`config.mk`:
```
export PLATFORM = sky130hd
export DESIGN_NAME = riscv_ex_arbiter
export DESIGN_NICKNAME = d
export VERILOG_FILES = /design/src/rtl/riscv_ex_arbiter.sv
export SDC_FILE = /design/constraint.sdc
export NUM_CORES = 1
export LEC_CHECK = 0
export BUFFER_PORTS_ARGS = -buffer_cell sky130_fd_sc_hd__buf_2
export CAP_MARGIN = 20
export CELL_PAD_IN_SITES_DETAIL_PLACEMENT = 0
export CELL_PAD_IN_SITES_GLOBAL_PLACEMENT = 1
export CORE_MARGIN = 10
export CORE_UTILIZATION = 23
export DETAILED_ROUTE_END_ITERATION = 10
export PLACE_DENSITY = 0.91
export SLEW_MARGIN = 5
export SYNTH_ARGS = -nofsm -noshare
export SYNTH_HDL_FRONTEND = slang
export SYNTH_SLANG_ARGS = --single-unit
export TNS_END_PERCENT = 20
```
`constraint.sdc`:
```
create_clock -name clk -period 1.6 [get_ports clk]
set_clock_uncertainty 0.05 [all_clocks]
set_input_delay 0.24 -clock clk [delete_from_list [all_inputs] [get_ports clk]]
set_output_delay 0.24 -clock clk [all_outputs]
set_load 0.01 [all_outputs]
```
`src/rtl/riscv_ex_arbiter.sv`:
```
// Round-robin arbiter sharing one riscv_ex ALU between two requesters.
// A tag pipeline matching the EX latency routes each result back to its owner.
module riscv_ex_arbiter #(
    parameter int XLEN   = 32,
    parameter int REGA   = 5,
    parameter int EX_LAT = 1
) (
    input  logic            clk,
    input  logic            rst_n,
    input  logic            req0_valid,
    input  logic            req1_valid,
    output logic            req0_ready,
    output logic            req1_ready,
    input  logic [REGA-1:0] req0_rd,
    input  logic [XLEN-1:0] req0_a,
    input  logic [XLEN-1:0] req0_b,
    input  logic [5:0]      req0_shamt,
    input  logic [2:0]      req0_funct3,
    input  logic            req0_invertb,
    input  logic [REGA-1:0] req1_rd,
    input  logic [XLEN-1:0] req1_a,
    input  logic [XLEN-1:0] req1_b,
    input  logic [5:0]      req1_shamt,
    input  logic [2:0]      req1_funct3,
    input  logic            req1_invertb,
    input  logic [1:0]      flush,
    output logic [REGA-1:0] ex_rdi,
    output logic [XLEN-1:0] ex_a,
    output logic [XLEN-1:0] ex_b,
    output logic [5:0]      ex_shamt,
    output logic [2:0]      ex_funct3,
    output logic            ex_invertb,
    input  logic [XLEN-1:0] ex_result,
    input  logic [REGA-1:0] ex_rd,
    output logic [1:0]      rsp_valid,
    output logic [XLEN-1:0] rsp_result,
    output logic [REGA-1:0] rsp_rd,
    output logic            busy
);

    logic [1:0]        eligible;
    logic              issue;
    logic              win;
    logic              last_grant;
    logic [EX_LAT-1:0] tag_vld;
    logic              tag_id [EX_LAT];

    // A flushed requester is never eligible, so a fresh tag can never be born flushed.
    always_comb begin
        eligible = {req1_valid & ~flush[1], req0_valid & ~flush[0]};
        issue    = |eligible;
        win      = eligible[1] & (~eligible[0] | ~last_grant);
    end

    assign req0_ready = eligible[0] & ~win;
    assign req1_ready = eligible[1] & win;

    always_comb begin
        ex_rdi     = '0;
        ex_a       = '0;
        ex_b       = '0;
        ex_shamt   = '0;
        ex_funct3  = '0;
        ex_invertb = 1'b0;
        if (issue) begin
            if (win) begin
                ex_rdi     = req1_rd;
                ex_a       = req1_a;
                ex_b       = req1_b;
                ex_shamt   = req1_shamt;
                ex_funct3  = req1_funct3;
                ex_invertb = req1_invertb;
            end else begin
                ex_rdi     = req0_rd;
                ex_a       = req0_a;
                ex_b       = req0_b;
                ex_shamt   = req0_shamt;
                ex_funct3  = req0_funct3;
                ex_invertb = req0_invertb;
            end
        end
    end

    // Tag pipeline valids: stage 0 captures the issue, later stages drop flushed owners.
    always_ff @(posedge clk or negedge rst_n) begin
        if (!rst_n) begin
            last_grant <= 1'b1;
            tag_vld    <= '0;
        end else begin
            if (issue) begin
                last_grant <= win;
            end
            tag_vld[0] <= issue;
            for (int k = 1; k < EX_LAT; k++) begin
                tag_vld[k] <= tag_vld[k-1] & ~flush[tag_id[k-1]];
            end
        end
    end

    // Tag pipeline owners: qualified by tag_vld, so no reset is needed.
    always_ff @(posedge clk) begin
        tag_id[0] <= win;
        for (int k = 1; k < EX_LAT; k++) begin
            tag_id[k] <= tag_id[k-1];
        end
    end

    // Response stage: last tag selects the owner, same-cycle flush masks it.
    assign rsp_valid[0] = tag_vld[EX_LAT-1] & ~tag_id[EX_LAT-1] & ~flush[0];
    assign rsp_valid[1] = tag_vld[EX_LAT-1] &  tag_id[EX_LAT-1] & ~flush[1];
    assign rsp_result   = ex_result;
    assign rsp_rd       = ex_rd;
    assign busy         = |tag_vld;

endmodule
```
==> results of run 1 <==
## kinds of logic (layout without fill, tap and decap cells)
logic type	count (synthesis)	in the layout	share of synthesized area, %
AND/OR/NAND/NOR	168	168	41.7
buffers and inverters	91	282	22.6
flip-flops	3	3	2.38
AO/OA/AOI/OAI	80	80	33.3
## per-layer routing
| metal | GRT usage (%) | wire [um] | vias to the layer above |
|---|---|---|---|
| li1 | - | - | 1641 |
| met1 | 13.2 | 4850 | 1622 |
| met2 | 22.0 | 6530 | 172 |
| met3 | 4.59 | 1200 | 24 |
| met4 | 2.90 | 197 | 2 |
| met5 | 0 | 7 | - |
## final timing paths
kind | end | cells after the start
min in group clk | rsp_result[1] | 0
hold reg to reg | last_grant | 3
setup / recovery | ex_funct3[2] | 4
setup reg to reg | tag_id[0] | 3
max in group asynchronous | last_grant | 2
hold / removal | busy | 2
## layout make-up
cell class	instances	share of cell area (%)
tap	172	5.02
timing repair buffer	278	38.9
clock buffer	4	1.84
sequential	3	1.66
multi-input combinational	248	52.5
## state kept, by name (all words and copies together), names as in the netlist
| register | cells |
|---|---|
| tag_id | 1 |
| last_grant | 1 |
| busy | 1 |
## repair_timing
item / CTS / global route
hold endpoints to repair: 2 / 0
gates cloned: 0 / 3
pin swaps: 8 / 10
setup endpoints to repair: 81 / 81
setup buffers: 0 / 1
hold buffers: 1 / 0
resized for setup: 0 / 2
## power breakdown
part	leakage [nW]	internal, mW	switching [mW]	total (mW)
sequential	0.0308	0.0882	0.00584	0.0940
combinational	1.87	0.640	0.603	1.24
clock	0.0382	0.329	0.0688	0.398
## metrics by stage
stage               power [mW]  utilization, %
floorplan                0.926               -
global placement          1.28            32.4
detailed placement        1.30            32.4
CTS                       1.71            33.1
global route              1.85            33.8
finish                    1.74            33.8
## cell usage in the layout, fill, tap and decap left out
cell and instances:
sky130_fd_sc_hd__nand2_1 2, sky130_fd_sc_hd__nor3b_1 1, sky130_fd_sc_hd__buf_12 11, sky130_fd_sc_hd__buf_6 2, sky130_fd_sc_hd__nand3b_1 158, sky130_fd_sc_hd__dfstp_2 1
sky130_fd_sc_hd__a21o_1 1, sky130_fd_sc_hd__buf_4 14, sky130_fd_sc_hd__dfrtp_1 1, sky130_fd_sc_hd__dfxtp_1 1, sky130_fd_sc_hd__nor2_1 3, sky130_fd_sc_hd__nand2b_1 2
sky130_fd_sc_hd__o22ai_2 79, sky130_fd_sc_hd__clkbuf_1 1, sky130_fd_sc_hd__dlygate4sd3_1 1, sky130_fd_sc_hd__and3b_4 1, sky130_fd_sc_hd__clkbuf_16 6, sky130_fd_sc_hd__nor3b_4 1
sky130_fd_sc_hd__buf_2 247
==> metrics.md, run 1 <==
| Metric | Value |
|---|---|
| Register bit total from synthesis | 3 |
| Sum Neg Setup Slack | -15.14 ns |
| Total clock sinks | 3 |
| Mean post-synth cell area | 8.74 sq um |
| Remaining Overflow, GRT | 0 |
| Worst-case clock buffer depth | 2 |
| Most used flip-flop cell after synthesis | sky130_fd_sc_hd__dfxtp_1 |
| Clock transition at the registers of the reported paths | 0.03 ns |
| Final setup viols | 81 |
| Failing checks | setup timing |
| Proportion of layout cells with a drive suffix above 1 | 67.9% |
| Result of the run | complete, but fails checks |
| Maximum level of the CTS H-tree | 1 |
| Type of the setup path with the least slack | flop to output pin |
| Drt first pass iters | 5 |
| Detailed-route wire length | 12800 um |
| Final non-filler cell total | 705 |
| Smallest hold slack | 0.300 ns |
| Post-synth EDFFs | 0 |
| Post-detailed-route wirelength per cell | 18.1 um |
| Number of nets in the synthesized netlist | 543 |
| Overall die height | 134 um |
| Instance area at placement | 4110 sq um |
| Most repeated cell in the gate-level netlist after synthesis | sky130_fd_sc_hd__nand3b_1 |
| Tightest Pin Transition | 0.360 ns |
| Post-Synthesis Cells | 342 |
| Top cell type by total area after synthesis | sky130_fd_sc_hd__nand3b_1 |
| Fill cell total of the finished layout | 1358 |
| Count of buffering cells on the critical path with inverters included | 2 |
| Remaining number of nets flagged by the antenna check after routing | 0 |
| Maximum clock frequency | 550 MHz |
| Post-synth design cell area | 2990 sq um |
| Fin worst setup slack | -0.218 ns |
| Die ar. | 18000 sq um |
| Fin crit period | 1.82 ns |
| Overall die width | 134 um |
| Worst reg2reg path startpoint | last_grant |
| Clock tree from TritonCTS | done |
| Final Slew Violations | 0 |
| Worst-path fanout max | 31 |
| YS warnings | 0 |
| Critical path's slowest cell | sky130_fd_sc_hd__dfstp_2 |
| Fraction of synthesized cell area taken by the top area cell type | 39.7% |
| Core box area | 12700 sq um |
| Wire length of the first global-routing pass | 18400 um |
| All-layer global routing usage | 12.2% |
| Final critical-path share of the clock period | 114% |
| Crit path cell chain | and3b_4 -> buf_12 -> o22ai_2 -> buf_2 |
| Number of rows created at floorplan | 41 |
| Sequential cell area in the final layout | 71.3 sq um |
| Number of placed instances with taps included | 696 |
| Worst Setup Start Kind | flop |
| DRC viols | 0 |
| Diode insertion count for antenna repair | 0 |
| Kind of cell adding the most delay to the critical path | flip-flops |
| TritonCTS Buffers | 3 |
| Final-report hold violation count | 0 |
| Max incr delay on CP | 0.52 ns |
| Endpoint class of the critical path | output pin |
| Root cell of the clock tree | sky130_fd_sc_hd__clkbuf_16 |
| Power Density | 405 nW/um^2 |
| Via count of the first global-routing pass | 3426 |
| Synth unique cells | 17 |
| Via-to-Cell Ratio | 4.91 |
| Vias | 3461 |
| Top cells by area in the synthesized netlist | sky130_fd_sc_hd__nand3b_1 (40%), sky130_fd_sc_hd__o22ai_2 (33%), sky130_fd_sc_hd__buf_4 (12%) |
| Area added between synthesis and finish | 43.3% |
| HPWL after DPL | 10000 um |
| Post-Place Worst Slack | 0.0239 ns |
| Worst vdd rail ir drop | 0.423 mV |
| Crit path required time | 1.31 ns |
| Initial standard-cell utilization of the core | 23.6% |
| Iter 0 DRT Violations | 144 |
| Slew margin rel. | 76.0% |
| IO Port Bufs | 247 |
| Worst-case register-to-register setup slack | 0.32 ns |
| Largest net degree at the start of global routing | 49 |
| Async SR Flop Fraction | 66.7% |
| Clk Latency, worst-skew pair | 0.22 ns |
| Count of nets after finishing | 735 |
| I/O pin total | 322 |
| Total leakage power | 1.94 nW |
| Final std cell area, no fill | 4290 sq um |
| Routability cong. | 0.764 |
| Seq/Total Area, Yosys | 2.38% |
| Area occupied by multi-input gates | 2250 sq um |
| Unrepaired setup endpoints after global routing | yes |
| Worst min-delay path category | primary input to asynchronous set/reset pin |
| Number of violations of the max-capacitance limit | 0 |
| Worst setup path startpoint | last_grant |
| Number of antenna violations at the first check in global routing | 1 |
| Worst path arrival time | 1.53 ns |
| Cell types with the highest counts after synthesis | sky130_fd_sc_hd__nand3b_1 (158), sky130_fd_sc_hd__o22ai_2 (79), sky130_fd_sc_hd__buf_4 (47) |
No activity file was read; power rests on OpenSTA's default activity.
==> run 2, diff against run 1 <==
--- a/config.mk
+++ b/config.mk
@@ -10,9 +10,9 @@
 export CELL_PAD_IN_SITES_DETAIL_PLACEMENT = 0
 export CELL_PAD_IN_SITES_GLOBAL_PLACEMENT = 1
 export CORE_MARGIN = 10
-export CORE_UTILIZATION = 23
+export CORE_UTILIZATION = 21
 export DETAILED_ROUTE_END_ITERATION = 10
-export PLACE_DENSITY = 0.91
+export PLACE_DENSITY = 0.88
 export SLEW_MARGIN = 5
 export SYNTH_ARGS = -nofsm -noshare
 export SYNTH_HDL_FRONTEND = slang
==> constraint.sdc (replaced) <==
create_clock -name clk -period 1.61 [get_ports clk]
set_clock_uncertainty 0.05 [all_clocks]
set_input_delay 0.2415 -clock clk [delete_from_list [all_inputs] [get_ports clk]]
set_output_delay 0.2415 -clock clk [all_outputs]
set_load 0.01 [all_outputs]
==> metrics.md, run 2 (synthesis results as in run 1) <==
| Metric | Value |
|---|---|
| Final non-filler cell total | 712 |
| Vias | 3472 |
| Fin crit period | 1.86 ns |
| IO Port Bufs | 247 |
| Wire length of the first global-routing pass | 19900 um |
| HPWL after DPL | 10500 um |
| Result of the run | complete, but fails checks |
| Post-detailed-route wirelength per cell | 18.4 um |
| Unrepaired setup endpoints after global routing | yes |
| Critical path's slowest cell | sky130_fd_sc_hd__dfstp_2 |
| Crit path required time | 1.32 ns |
| Detailed-route wire length on metal 1 | 5020 um |
| Clock transition at the registers of the reported paths | 0.03 ns |
| Detailed-route wire length | 13100 um |
| Area added between synthesis and finish | 41.3% |
| TritonCTS Buffers | 3 |
| Count of nets after finishing | 734 |
| Remaining Overflow, GRT | 0 |
| Proportion of layout cells with a drive suffix above 1 | 68.0% |
| Power Density | 404 nW/um^2 |
| All-layer global routing usage | 11.9% |
| Clock tree from TritonCTS | done |
| Commonest non-fill, non-tap cell in the layout | sky130_fd_sc_hd__buf_2 |
| Drt first pass iters | 4 |
| Remaining number of nets flagged by the antenna check after routing | 0 |
| Via-to-Cell Ratio | 4.88 |
| Leading cell types in the layout, fill and taps excluded | sky130_fd_sc_hd__buf_2 (247), sky130_fd_sc_hd__nand3b_1 (158), sky130_fd_sc_hd__o22ai_2 (79) |
| Worst vdd rail ir drop | 0.401 mV |
| Via count of the first global-routing pass | 3683 |
| Worst min-delay path category | primary input to asynchronous set/reset pin |
| Final Slew Violations | 0 |
| Worst Setup Start Kind | flop |
| Largest net degree at the start of global routing | 45 |
| Worst-path fanout max | 37 |
| Maximum clock frequency | 539 MHz |
| Smallest hold slack | 0.292 ns |
| Root cell of the clock tree | sky130_fd_sc_hd__clkbuf_16 |
| Number of rows created at floorplan | 43 |
| Diode insertion count for antenna repair | 0 |
| Type of the setup path with the least slack | flop to output pin |
| Iter 0 DRT Violations | 194 |
| Total clock sinks | 3 |
| Final setup viols | 81 |
| Endpoint class of the critical path | output pin |
| Clk Latency, worst-skew pair | 0.23 ns |
| Overall die height | 139 um |
| Max incr delay on CP | 0.52 ns |
| Top metal layer carrying routed signals | met4 |
| DRC viols | 0 |
| Detailed-routed wire length on met3 | 1400 um |
| Count of buffering cells on the critical path with inverters included | 2 |
| Worst-case clock buffer depth | 2 |
| Overall die width | 139 um |
| Worst path arrival time | 1.57 ns |
| Routed met2 length | 6470 um |
| Kind of cell adding the most delay to the critical path | flip-flops |
| Total setup buffers inserted after CTS | 0 |
| Initial standard-cell utilization of the core | 21.5% |
| Final-report hold violation count | 0 |
| Fin worst setup slack | -0.247 ns |
| Tightest Pin Transition | 0.350 ns |
| Core box area | 13900 sq um |
| I/O pin total | 322 |
| Final critical-path share of the clock period | 115% |
| Sum Neg Setup Slack | -16.75 ns |
| Maximum level of the CTS H-tree | 1 |
| Number of violations of the max-capacitance limit | 0 |
| Slew margin rel. | 76.7% |
| Number of placed instances with taps included | 707 |
| Final total power | 1.71 mW |
| Number of antenna violations at the first check in global routing | 1 |
| Failing checks | setup timing |
| Crit path cell chain | and3b_4 -> buf_12 -> o22ai_2 -> buf_2 |
| Die ar. | 19400 sq um |
| Routability cong. | 0.789 |
| Total leakage power | 1.90 nW |
==> run 2: final cells by class <==
| cell class | count | area, sq um |
|---|---|---|
| flip-flops and latches | 3 | 71.3 |
| clock buffers | 4 | 78.8 |
| well taps | 180 | 225 |
| fillers | 1502 | 9710 |
| multi-input cells | 248 | 2250 |
| repair buffers | 277 | 1600 |
==> run 2: per-stage QoR <==
stage | utilization, % | cell area (sq um) | setup slack, ns
finish | 30.3 | 4230 | -0.247
global route | 30.3 | 4230 | -0.295
detailed placement | 29.6 | 4130 | -0.00111
CTS | 30.3 | 4220 | -0.238
global placement | 29.6 | 4130 | 0.00513
floorplan | - | 2990 | 0.186
==> run 2: metal layers <==
layer / track usage (%) / vias up
li1: - / 1636
met1: 13.2 / 1622
met2: 20.8 / 189
met3: 4.70 / 25
met4: 2.97 / 0
met5: 0 / -
==> run 2: path summary, 6_finish.rpt <==
check	startpoint	endpoint	slack, ns	cells after the start
min in group clk	ex_rd[3]	rsp_rd[3]	0.43	0
worst max-delay path	last_grant	ex_b[0]	-0.25	4
worst min register to register	last_grant	last_grant	0.61	2
worst min-delay path	rst_n	busy	0.29	2
max in group asynchronous	rst_n	last_grant	1.03	2
worst max register to register	last_grant	tag_id[0]	0.21	4
==> run 2: report_power, final <==
group | internal [mW] | switching, mW
logic | 0.611 | 0.605
clock network | 0.327 | 0.0734
registers | 0.0876 | 0.00510
==> run 2: what timing repair did <==
action,in CTS,in global routing
hold buffers,1,0
gates resized for setup,1,2
hold endpoints to repair,2,0
endpoints found under the setup margin,81,81
pin swaps,27,0
